### src/rtl/lj16_serializer.sv
// LJ16 link generator: bck (32fs), lrck and MSB-first left-justified sdata
// from mclk, fed by a one-entry valid/ready holding register.
//
// Ports:
//   mclk, rst_n   sole clock; synchronous active-low reset
//   in_l, in_r    16-bit two's complement L/R sample pair
//   in_valid      pair on in_l/in_r is valid
//   in_ready      holding register empty (transfer = in_valid & in_ready)
//   bck           bit clock, BCK_DIV mclk per period, 50% duty
//   lrck          0 = left half, 1 = right half
//   sdata         serial data, changes on bck falling edge
//   frame_start   1-mclk pulse on the first mclk of each left half
//   underrun      1-mclk pulse when a frame starts with the holder empty
module lj16_serializer #(
  parameter int BCK_DIV = 8
) (
  input  logic        mclk,
  input  logic        rst_n,
  input  logic [15:0] in_l,
  input  logic [15:0] in_r,
  input  logic        in_valid,
  output logic        in_ready,
  output logic        bck,
  output logic        lrck,
  output logic        sdata,
  output logic        frame_start,
  output logic        underrun
);

  localparam int DW = (BCK_DIV > 2) ? $clog2(BCK_DIV) : 1;
  localparam logic [DW-1:0] DIV_LAST = DW'(BCK_DIV - 1);
  localparam logic [DW-1:0] DIV_HALF = DW'(BCK_DIV / 2);

  logic [DW-1:0] div_q, div_d;
  logic [4:0]    bit_q, bit_d;
  logic [31:0]   sh_q, sh_d;
  logic [31:0]   hold_q, hold_d;
  logic          full_q, full_d;
  logic          rdy_q, rdy_d;
  logic          bck_q, bck_d;
  logic          fs_q, fs_d;
  logic          ur_q, ur_d;

  logic div_end;
  logic load;
  logic xfer;

  always_comb begin
    div_end = (div_q == DIV_LAST);
    load    = div_end && (bit_q == 5'd31);
    xfer    = in_valid && rdy_q;

    div_d  = div_end ? '0 : div_q + DW'(1);
    bit_d  = div_end ? bit_q + 5'd1 : bit_q;
    sh_d   = sh_q;
    hold_d = hold_q;
    full_d = full_q;
    fs_d   = 1'b0;
    ur_d   = 1'b0;

    // sdata only moves when bck is about to fall
    if (div_end) begin
      sh_d = sh_q << 1;
    end

    if (load) begin
      fs_d = 1'b1;
      if (full_q) begin
        sh_d   = hold_q;
        full_d = 1'b0;
      end else begin
        sh_d = '0;
        ur_d = 1'b1;
      end
    end

    // xfer implies the holder was empty, so it never races the load
    if (xfer) begin
      hold_d = {in_l, in_r};
      full_d = 1'b1;
    end

    rdy_d = ~full_d;
    bck_d = (div_d >= DIV_HALF);
  end

  always_ff @(posedge mclk) begin
    if (!rst_n) begin
      div_q  <= '0;
      bit_q  <= '0;
      sh_q   <= '0;
      hold_q <= '0;
      full_q <= 1'b0;
      rdy_q  <= 1'b0;
      bck_q  <= 1'b0;
      fs_q   <= 1'b0;
      ur_q   <= 1'b0;
    end else begin
      div_q  <= div_d;
      bit_q  <= bit_d;
      sh_q   <= sh_d;
      hold_q <= hold_d;
      full_q <= full_d;
      rdy_q  <= rdy_d;
      bck_q  <= bck_d;
      fs_q   <= fs_d;
      ur_q   <= ur_d;
    end
  end

  assign in_ready    = rdy_q;
  assign bck         = bck_q;
  assign lrck        = bit_q[4];
  assign sdata       = sh_q[31];
  assign frame_start = fs_q;
  assign underrun    = ur_q;

endmodule

### config.mk
export PLATFORM = sky130hd
export DESIGN_NAME = lj16_serializer
export DESIGN_NICKNAME = d
export VERILOG_FILES = /design/src/rtl/lj16_serializer.sv
export SDC_FILE = /design/constraint.sdc
export NUM_CORES = 1
export LEC_CHECK = 0
export ABC_AREA = 1
export CAP_MARGIN = 20
export CORE_ASPECT_RATIO = 1.1
export CORE_MARGIN = 4
export CORE_UTILIZATION = 54
export DETAILED_ROUTE_END_ITERATION = 6
export GPL_ROUTABILITY_DRIVEN = 0
export PLACE_DENSITY = 0.89
export SYNTH_ARGS = -nofsm -noshare
export SYNTH_HDL_FRONTEND = slang
export SYNTH_SLANG_ARGS = --single-unit
### constraint.sdc
create_clock -name mclk -period 1.8 [get_ports mclk]
set_clock_uncertainty 0.1 [all_clocks]
set_input_delay 0.36 -clock mclk [delete_from_list [all_inputs] [get_ports mclk]]
set_output_delay 0.36 -clock mclk [all_outputs]
set_load 0.1 [all_outputs]
======== Word level (Yosys, flattened, before mapping) ========
Cells that the tools add are included.
cells by class
  add/subtract/negate cells ............... 2
  order comparisons ....................... 1
  eq/ne operators ......................... 2
  multiplexer cells ....................... 8
  bitwise logic cells ..................... 1
  reductions and logical operators ........ 4
operator list
  operator                                      number
  2-to-1 mux 32 bit                             3
  adder 5 x 1 -> 5 bit (second input constant)  1
  equality test 5 bit (second input constant)   1
  2-to-1 mux 1 bit                              4
  adder 3 x 1 -> 3 bit (second input constant)  1
  equality test 3 bit (second input constant)   1
  >= comparator 3 bit (second input constant)   1
  2-to-1 mux 3 bit                              1
  logical AND 1 bit                             2
  AND reduction 2 bit                           1
  nonzero test 2 bit                            1
  NOT 1 bit                                     1
storage, ports and cells
  register bits ........................... 77
  input bits .............................. 35
  word-level logic and storage cells ...... 27

======== Depth between registers and ports, before layout ========
Gate-level depths: netlist of run 1.
  depth in word-level cells ............... 5
  mapped depth ............................ 8

======== Least setup slack after synthesis of run 1 ========
OpenSTA, ideal clock, no wires.
  path type ............................... register to register
  start point ............................. reg bit_q[4]
  end point ............................... reg sh_q[11]
  arrival ................................. 1745 ps
  required time ........................... 1580 ps
  path slack .............................. -164 ps
  cell stages (with the launch flop) ...... 7
  buffers on the path ..................... 2
  cells stage by stage .................... dfxtp_1 > ha_1 > buf_4 > clkinv_2 > buf_2 > a21oi_1 > a21oi_1
between the ends
  word-level cells in the longest chain between the ends .. 3
  elaborated cells on any way between the ends .. 4
  those cells by class .................... eq/ne (1); mux (1); reduce/logical (2)
RTL lines
  item                                                     line  RTL
  start: declaration                                       35    logic [4:0] bit_q, bit_d;
  start signal: assignment                                 100   bit_q <= bit_d;
  equality test 5 bit *                                    50    load = div_end && (bit_q == 5'd31);
  logical AND 1 bit *                                      50
  2-to-1 mux 32 bit or nonzero test 2 bit (tied branches)  n/a
  end signal: assignment                                   91    sh_q <= '0;
  end signal: assignment                                   101   sh_q <= sh_d;
  end: declaration                                         36    logic [31:0] sh_q, sh_d;
Every way passes the cells marked *; elsewhere a longest branch is shown, timed or not.
A chain may end at the register's enable or synchronous reset.

======== Worst setup path in the final report of run 1 ========
  start point ............................. reg bit_q[0]
  end point ............................... reg sh_q[29]
Same word-level chain as after synthesis.

==> results of run 1 <==
worst min-delay path by stage:
stage	endpoint	slack [ns]	depth (start not counted)
detailed placement	div_q[0]$_SDFF_PN0_	0.34	1
floorplan	div_q[0]$_SDFF_PN0_	0.30	1
global placement	div_q[0]$_SDFF_PN0_	0.34	1
finish	div_q[0]$_SDFF_PN0_	0.36	1
global route	div_q[0]$_SDFF_PN0_	0.37	1
CTS	hold_q[9]$_SDFFE_PN0P_	0.35	3
routing by layer:
| layer | up-vias | global-route usage (%) |
|---|---|---|
| met4 | 0 | 10.17 |
| met1 | 1185 | 23.22 |
| met2 | 80 | 32.48 |
| li1 | 1327 | - |
| met3 | 12 | 3.822 |
| met5 | - | 0 |
cell usage after synthesis:
cell / number
inv_2: 2
inv_1: 4
nor2_1: 74
buf_4: 8
clkinv_2: 1
nor3_1: 1
nand2_1: 10
buf_2: 17
nand3_1: 34
and3_1: 1
buf_6: 1
dfxtp_1: 76
clkbuf_1: 2
o21ai_0: 62
o21ai_1: 6
ha_1: 4
clkbuf_2: 4
a21oi_1: 65
final cells by class:
class	count	area (µm²)
Sequential cell	76	1525
Fill cell	385	1436
Multi-Input combinational cell	257	1219
Timing Repair Buffer	57	611.8
Clock buffer	9	123.9
Clock inverter	7	101.3
Tap cell	72	90.09
Inverter	7	27.53
report_power, final:
group	internal [µW]	switching, µW
logic	151	160
clock network	786	620
registers	1750	37.4
total	2690	818
flip-flops by register name (all words and copies together) (netlist names):
name         cells
underrun         1
frame_start      1
bit_q            5
in_ready         1
div_q            3
sh_q            32
full_q           1
hold_q          32
worst max-delay path, stage by stage (launching register included):
cell,delay [ns]
dfxtp_1,0.37
ha_1,0.21
and3_1,0.17
ha_2,0.21
clkinv_2,0.07
buf_4,0.19
a21oi_1,0.16
a21oi_1,0.10
metrics by stage:
stage	util (%)	setup slack, ns	hold WS [ns]	cell area (µm²)	power [µW]
after floorplan	-	0.1768	0.3038	2949	1996
after global placement	67.45	0.1965	0.3376	3463	2125
after detailed placement	67.45	0.1358	0.3435	3463	2135
after CTS	71.83	0.09533	0.3523	3689	3533
after global routing	72.03	0.001223	0.3699	3699	3657
final	72.03	0.1079	0.3615	3699	3503
cells by family (layout without fill, tap and decap cells):
| family | Yosys count | count (layout) | synth area share, % |
|---|---|---|---|
| DFF | 76 | 76 | 51.66 |
| buffers and inverters | 39 | 80 | 7.179 |
| adders and majority gates | 4 | 4 | 1.699 |
| and+or+nand+nor | 120 | 120 | 16.87 |
| AOI/OAI and AO/OA | 133 | 133 | 22.60 |
==> summary.md, run 1 <==
| Metric | Value |
|---|---|
| Metal2 WL | 2949 µm |
| Remaining DRCs | 0 |
| HP Start | div_q[0]$_SDFF_PN0_ |
| R2r startpoint | bit_q[0]$_SDFFE_PN0P_ |
| Ys Warns | 0 |
| Status | finished clean |
| CTS root buf | clkbuf_8 |
| Initial antenna violation count | 0 |
| Largest net degree at the start of global routing | 31 |
| Max VDD drop | 0.0004699 V |
| FMAX | 0.5910 GHz |
| Post CTS Setup Buffer Count | 0 |
| Worst setup path startpoint | bit_q[0]$_SDFFE_PN0P_ |
| Routed WL | 6206 µm |
| Placed cell count | 469 |
| Wire length per cell | 12.80 µm |
| Power Density | 947.2 nW/µm² |
| Starting DRT DRC Count | 217 |
| Via-to-Cell Ratio | 5.369 |
| Total track usage | 19.30% |
| Synthesized cell area | 2945 µm² |
| Req. time, crit path | 1.92 ns |
| CTS clk-pin slew, worst paths | 0.08 ns |
| Reg2Reg Setup Slack | 0.11 ns |
| Skew-Pair Late Insertion Delay | 0.34 ns |
| WL met1 | 2769 µm |
| Crit path arrival time | 1.82 ns |
| Deepest clock path buffer count | 2 |
| Setup_tns | 0 ns |
| Pre-antenna DRT Iters | 4 |
| Yosys top cell area share | 51.66% |
| Port Buffer Count | 40 |
| Commonest non-fill, non-tap cells in the layout | 74 x nor2_1, 73 x dfxtp_1, 65 x a21oi_1, 62 x o21ai_0, 34 x nand3_1 |
| TritonCTS Sinks | 76 |
| Unrepaired setup endpoints after global routing | no |
| Synth Area per Inst | 7.918 µm² |
| Top Metal Used | met4 |
| Cell variety after synth | 18 |
| Met3 wire len | 363 µm |
| Share of post-route cells with drive strength above 1 | 11.62% |
| Post-Layout Cell Count | 485 |
| Final setup violating endpoints | 0 |
| Startpoint class of the critical path | register |
| Core footprint | 5135 µm² |
| Resized cells post-CTS | 0 |
| Tightest Hold Check Type | register to register |
| Die ar. | 6701 µm² |
| Detail Placement HPWL | 4216 µm |
| CTS tree | done |
| #FFs+latches synth | 76 |
| Maxcap violations | 0 |
| Initial core utilization | 57.36% |
| Worst-Margin Slew | 0.4086 ns |
| Final hold vios | 0 |
| Reg-to-Reg End | sh_q[29]$_SDFFE_PN0P_ |
| Relative slew margins | 72.76% |
| FF-to-FF path depth | 7 |
| I/O Pins | 41 |
| # diodes | 0 |
| CP Capture Point | sh_q[29]$_SDFFE_PN0P_ |
| CP Max Fanout | 16 |
| Final Cycle Share | 94.01% |
| Vias in the first global route | 2455 |
| Hold buffer count at CTS | 0 |
| Syn nets | 411 |
| Worst Setup End Kind | register |
| Most common cell after layout, fill and taps aside | nor2_1 |
| Grt ovf | 0 |
| Synth area leaders | dfxtp_1 52%, a21oi_1 11%, o21ai_0 11%, nor2_1 9.4%, nand3_1 5.8% |
| Static Leakage | 0.001466 µW |
| P&R area growth vs syn | 25.57% |
| Cells after Synth | 372 |
| Remaining antenna violation count | 0 |
| Vias | 2604 |
| Final slew viol count | 0 |
| Site row count | 27 |
| H-tree depth | 3 |
| Total CTS buffers | 9 |
| Fin crit period | 1.692 ns |
| Die Height | 85.46 µm |
| Sequential-to-total area share from yosys stat | 51.66% |
| First-pass GRT wire length | 10390 µm |
| Critical path type | register to register |
| Chip width | 78.42 µm |
| Largest area contributor in the synthesized netlist | dfxtp_1 |
| Fin nets | 447 |
Note: power is estimated with default switching activity, not from simulation.
==> run 2, diff against run 1 <==
Settings changed: GPL_TIMING_DRIVEN set to 0, SKIP_LAST_GASP set to 1.
==> run 2 against run 1 <==
  * Die area unchanged
  * Sequential power hardly changed
  * Core utilization shrank 0.93 points
  * Critical endpoint is now sh_q[27]$_SDFFE_PN0P_
  * Largest power group unchanged
==> summary.md, run 2 (synthesis gave the netlist of run 1 again) <==
| Metric | Value |
|---|---|
| Initial antenna violation count | 0 |
| I/O Pins | 41 |
| Vias | 2661 |
| Final setup margin | 0.02558 ns |
| Total track usage | 21.77% |
| P&R area growth vs syn | 23.96% |
| Maxcap violations | 0 |
| Post-DP Area | 3430 µm² |
| Post-Layout Cell Count | 499 |
| CTS root buf | clkbuf_8 |
| Critical path type | register to register |
| Final setup violating endpoints | 0 |
| HP Start | rst_n |
| Static Leakage | 0.001470 µW |
| Final hold vios | 0 |
| Die ar. | 6701 µm² |
| Remaining antenna violation count | 0 |
| Hold Crit Depth | 3 |
| Placed cell count | 483 |
| CTS tree | done |
| Commonest non-fill, non-tap cells in the layout | 74 x nor2_1, 71 x dfxtp_1, 62 x o21ai_0, 59 x a21oi_1, 34 x nand3_1 |
| Chip width | 78.42 µm |
| Final Cycle Share | 98.58% |
| Gr busiest metal | met2 |
| R2r startpoint | bit_q[0]$_SDFFE_PN0P_ |
| Tightest Hold Check Type | primary input to register |
| Post-route core utilization | 71.10% |
| Detail Placement HPWL | 4714 µm |
| GR Layer Usage met2 | 36.84% |
| Share of post-route cells with drive strength above 1 | 14.99% |
| CP Max Fanout | 10 |
| Most common cell after layout, fill and taps aside | nor2_1 |
| Worst slack, placed | -0.1172 ns |
| Cell area after layout | 3651 µm² |
| Core footprint | 5135 µm² |
| Site row count | 27 |
| FF-to-FF path depth | 8 |
| Reg2Reg Setup Slack | 0.03 ns |
| Crit path arrival time | 1.91 ns |
| Initial core utilization | 57.36% |
| Final slew viol count | 0 |
| Worst-Margin Slew | 0.5453 ns |
| Skew-Pair Late Insertion Delay | 0.35 ns |
| Power Density | 900.7 nW/µm² |
| Met1 GRT Util | 26.08% |
| Remaining DRCs | 0 |
| # diodes | 0 |
| Startpoint class of the critical path | register |
| H-tree depth | 3 |
| Fin nets | 461 |
| Final-layout fill cell count | 415 |
| Starting DRT DRC Count | 198 |
| Worst Setup End Kind | register |
| Status | finished clean |
| Wire length per cell | 13.67 µm |
| Grt ovf | 0 |
| Biggest regs | hold_q: 32 flops, sh_q: 32 flops, bit_q: 5 flops |
| Total CTS buffers | 9 |
| Post CTS Setup Buffer Count | 0 |
| Via-to-Cell Ratio | 5.333 |
| Largest net degree at the start of global routing | 12 |
| First-pass GRT wire length | 11470 µm |
| Reg-to-Reg End | sh_q[27]$_SDFFE_PN0P_ |
| FMAX | 0.5636 GHz |
| Unrepaired setup endpoints after global routing | yes |
| TritonCTS Sinks | 76 |
| Die Height | 85.46 µm |
| Met3 GRT Util | 6.582% |
| CTS clk-pin slew, worst paths | 0.07 ns |
| Relative slew margins | 63.81% |
| Vias in the first global route | 2571 |
| Req. time, crit path | 1.94 ns |
| Port Buffer Count | 39 |
| Deepest clock path buffer count | 2 |
| Fin crit period | 1.774 ns |
| Hold-critical path endpoint | sh_q[1]$_SDFFE_PN0P_ |
| Routed WL | 6819 µm |
| Max VDD drop | 0.0006626 V |
| Pre-antenna DRT Iters | 4 |
## run 2: changes by cell type in the layout (fill, tap and decap cells not counted), sizes merged
cell | previous run | this run
buf | 24 | 25
bufinv | 2 | 0
clkbuf | 9 | 22
clkdlybuf4s15 | 0 | 6
clkinv | 4 | 2
clkinvlp | 2 | 0
## run 2: worst max-delay path by stage
stage,start,endpoint,depth (start not counted)
detailed placement,bit_q[4]$_SDFFE_PN0P_,lrck,1
global route,bit_q[0]$_SDFFE_PN0P_,sh_q[27]$_SDFFE_PN0P_,8
finish,bit_q[0]$_SDFFE_PN0P_,sh_q[27]$_SDFFE_PN0P_,8
global placement,sh_q[31]$_SDFFE_PN0P_,sdata,1
floorplan,bit_q[4]$_SDFFE_PN0P_,sh_q[11]$_SDFFE_PN0P_,6
CTS,bit_q[0]$_SDFFE_PN0P_,sh_q[25]$_SDFFE_PN0P_,8
## run 2: routing by layer
layer	vias up	share of wire [%]
li1	1364	-
met1	1220	45
met2	66	48
met3	11	4.8
met4	0	2.0
met5	-	0
## run 2: power by group
group          internal, µW  switching (µW)  total [µW]  leakage [µW]
logic                   137             168         305      0.000756
registers              1750            35.5        1780      0.000621
clock network           614             584        1200     0.0000937
## run 2: stage by stage
stage / TNS (ns) / hold WS [ns] / power (µW)
2_1_floorplan: 0 / 0.3038 / 1996
3_3_place_gp: -0.5278 / 0.3163 / 2114
3_5_place_dp: -0.5487 / 0.3494 / 2126
4_1_cts: 0 / 0.2246 / 3294
5_1_grt: -0.5347 / 0.2267 / 3424
6_report: 0 / 0.2339 / 3288
## run 2: worst max-delay path, cell delays in order (launching register included)
cell	delay, ns
dfxtp_2	0.36
ha_2	0.19
and3_1	0.16
ha_1	0.16
buf_4	0.14
clkinv_2	0.09
clkbuf_4	0.20
a21oi_1	0.17
a21oi_1	0.08
## run 2: layout make-up
cell class / count / area, µm² / area share (%)
inverters: 7 / 27.53 / 0.7539
multi-input cells: 257 / 1237 / 33.89
well taps: 72 / 90.09 / 2.467
clock inverters: 1 / 5.005 / 0.1371
plain buffers: 32 / 188.9 / 5.175
flip-flops and latches: 76 / 1528 / 41.84
repair buffers: 39 / 397.9 / 10.90
clock buffers: 15 / 176.4 / 4.832
## run 2: what timing repair did
| action | in CTS | in global routing |
|---|---|---|
| setup endpoints to repair | 7 | 30 |
| hold endpoints to repair | 0 | 0 |
| resized for setup | 19 | 10 |
| hold buffers | 0 | 0 |
==> run 3, diff against run 2 <==
Settings changed: CORE_MARGIN 4 to not set, SKIP_CTS_REPAIR_TIMING set to 1.
==> run 3 against run 2 <==
  * Wire length fell by 3.2%
  * Combinational power fell by 2%
  * Non-clock buffer count did not move
  * Clock power fell by 14%
  * Total power fell by 5.3%
  * First-iteration DRC count fell by 4.5%
  * Sequential share of layout area rose by 0.85 points
  * Sequential power barely moved
  * Critical path type unchanged
  * Largest power group unchanged
  * Highest routed layer unchanged
==> summary.md, run 3 (synthesis gave the netlist of run 1 again) <==
| Metric | Value |
|---|---|
| Post-route core utilization | 69.69% |
| Deepest clock path buffer count | 2 |
| Maxcap violations | 0 |
| Crit-path cells | ha_2 -> and3_1 -> ha_1 -> buf_4 -> clkinv_2 -> buf_4 -> a21oi_1 -> a21oi_1 |
| First-pass GRT wire length | 10940 µm |
| Commonest non-fill, non-tap cells in the layout | 74 x nor2_1, 71 x dfxtp_1, 62 x o21ai_0, 58 x a21oi_1, 34 x nand3_1 |
| Comb pwr share | 9.6% |
| CTS root buf | clkbuf_8 |
| Fin nets | 461 |
| Reg power frac | 57.3% |
| FMAX | 0.5768 GHz |
| Clk pwr share | 33.1% |
| Port Buffer Count | 39 |
| Switching power total | 749.6 µW |
| Core footprint | 5135 µm² |
| Worst Setup End Kind | register |
| Static Leakage | 0.001451 µW |
| Final hold vios | 0 |
| Pre-antenna DRT Iters | 4 |
| Final setup violating endpoints | 0 |
| Die ar. | 5754 µm² |
| Biggest regs | hold_q: 32 flops, sh_q: 32 flops, bit_q: 5 flops |
| Worst-Margin Slew | 0.5459 ns |
| Detail Placement HPWL | 4539 µm |
| Sw Ratio | 24.06% |
| Site row count | 27 |
| Max VDD drop | 0.0006594 V |
| I/O Pins | 41 |
| Largest net degree at the start of global routing | 11 |
| CP Max Fanout | 10 |
| Grt ovf | 0 |
| Total track usage | 24.72% |
| Startpoint class of the critical path | register |
| Unrepaired setup endpoints after global routing | yes |
| Power Density | 870.5 nW/µm² |
| WHS | 0.2237 ns |
| Via-to-Cell Ratio | 5.379 |
| Worst path slowest cell | dfxtp_2 |
| Status | finished clean |
| Fin crit period | 1.734 ns |
| Critical path type | register to register |
| Skew-Pair Late Insertion Delay | 0.34 ns |
| TritonCTS Sinks | 76 |
| Total CTS buffers | 9 |
| Initial core utilization | 57.36% |
| Crit path arrival time | 1.87 ns |
| # diodes | 0 |
| Starting DRT DRC Count | 189 |
| Remaining antenna violation count | 0 |
| Post-Layout Cell Count | 496 |
| Reg2Reg Setup Slack | 0.07 ns |
| CP top delay family | buffers and inverters |
| Initial antenna violation count | 0 |
| CTS tree | done |
| Die Height | 79.46 µm |
| CTS clk-pin slew, worst paths | 0.07 ns |
| Tightest Hold Check Type | primary input to register |
| Final total power | 3115 µW |
| Crit path buf inv count | 3 |
| Routed WL | 6601 µm |
| Placed cell count | 483 |
| Chip width | 72.42 µm |
| Relative slew margins | 63.76% |
| Vias in the first global route | 2571 |
| H-tree depth | 3 |
| Power Internal | 2365 µW |
| Vias | 2668 |
| Wire length per cell | 13.31 µm |
| Final slew viol count | 0 |
| Most common cell after layout, fill and taps aside | nor2_1 |
| Final Cycle Share | 96.31% |
| Worst path max stage delay | 0.36 ns |
| P&R area growth vs syn | 21.50% |
| Remaining DRCs | 0 |
| Share of post-route cells with drive strength above 1 | 14.39% |
| Req. time, crit path | 1.93 ns |
==> run 3: stage by stage <==
step / worst slack, ns / TNS [ns] / cell area, µm²
2_1_floorplan: 0.1768 / 0 / 2949
4_1_cts: -0.4896 / -2.820 / 3568
6_report: 0.06641 / 0 / 3578
3_5_place_dp: -0.1114 / -0.5609 / 3430
5_1_grt: -0.01541 / -0.03248 / 3578
3_3_place_gp: -0.1071 / -0.5510 / 3430
==> run 3: power groups by stage <==
stage | Combinational [µW] | Sequential [µW] | Clock, µW
detailed placement | 302 | 1820 | 0
global placement | 295 | 1820 | 0
floorplan | 155 | 1840 | 0
global route | 337 | 1790 | 1100
finish | 299 | 1780 | 1030
CTS | 304 | 1780 | 1040
==> run 3: layout make-up <==
type	instances	area, µm²
multi-input cells	257	1241
inverters	7	27.53
repair buffers	39	360.3
well taps	72	90.09
flip-flops and latches	76	1528
fillers	461	1556
clock buffers	13	138.9
plain buffers	32	192.7
==> run 3: worst paths after layout <==
kind	cells past startpoint	from	endpoint
worst min-delay path	3	rst_n	sh_q[1]$_SDFFE_PN0P_
worst min register to register	1	div_q[0]$_SDFF_PN0_	div_q[0]$_SDFF_PN0_
worst max-delay path	8	bit_q[0]$_SDFFE_PN0P_	sh_q[28]$_SDFFE_PN0P_
worst max register to register	8	bit_q[0]$_SDFFE_PN0P_	sh_q[28]$_SDFFE_PN0P_
==> run 3: worst reg2reg max path, delay by kind of cell (launching register included) <==
family	cells	cell delay (ns)
buffers and inverters	3	0.44
DFF	1	0.36
adders and majority gates	2	0.33
AOI/OAI and AO/OA	2	0.25
and+or+nand+nor	1	0.15
==> run 3: per-layer routing <==
metal	track usage (%)	wire length [µm]	up-vias
met5	0	0	-
met4	12.94	125	0
met3	4.798	270	10
met2	41.59	3250	72
met1	29.69	2954	1227
li1	-	-	1359
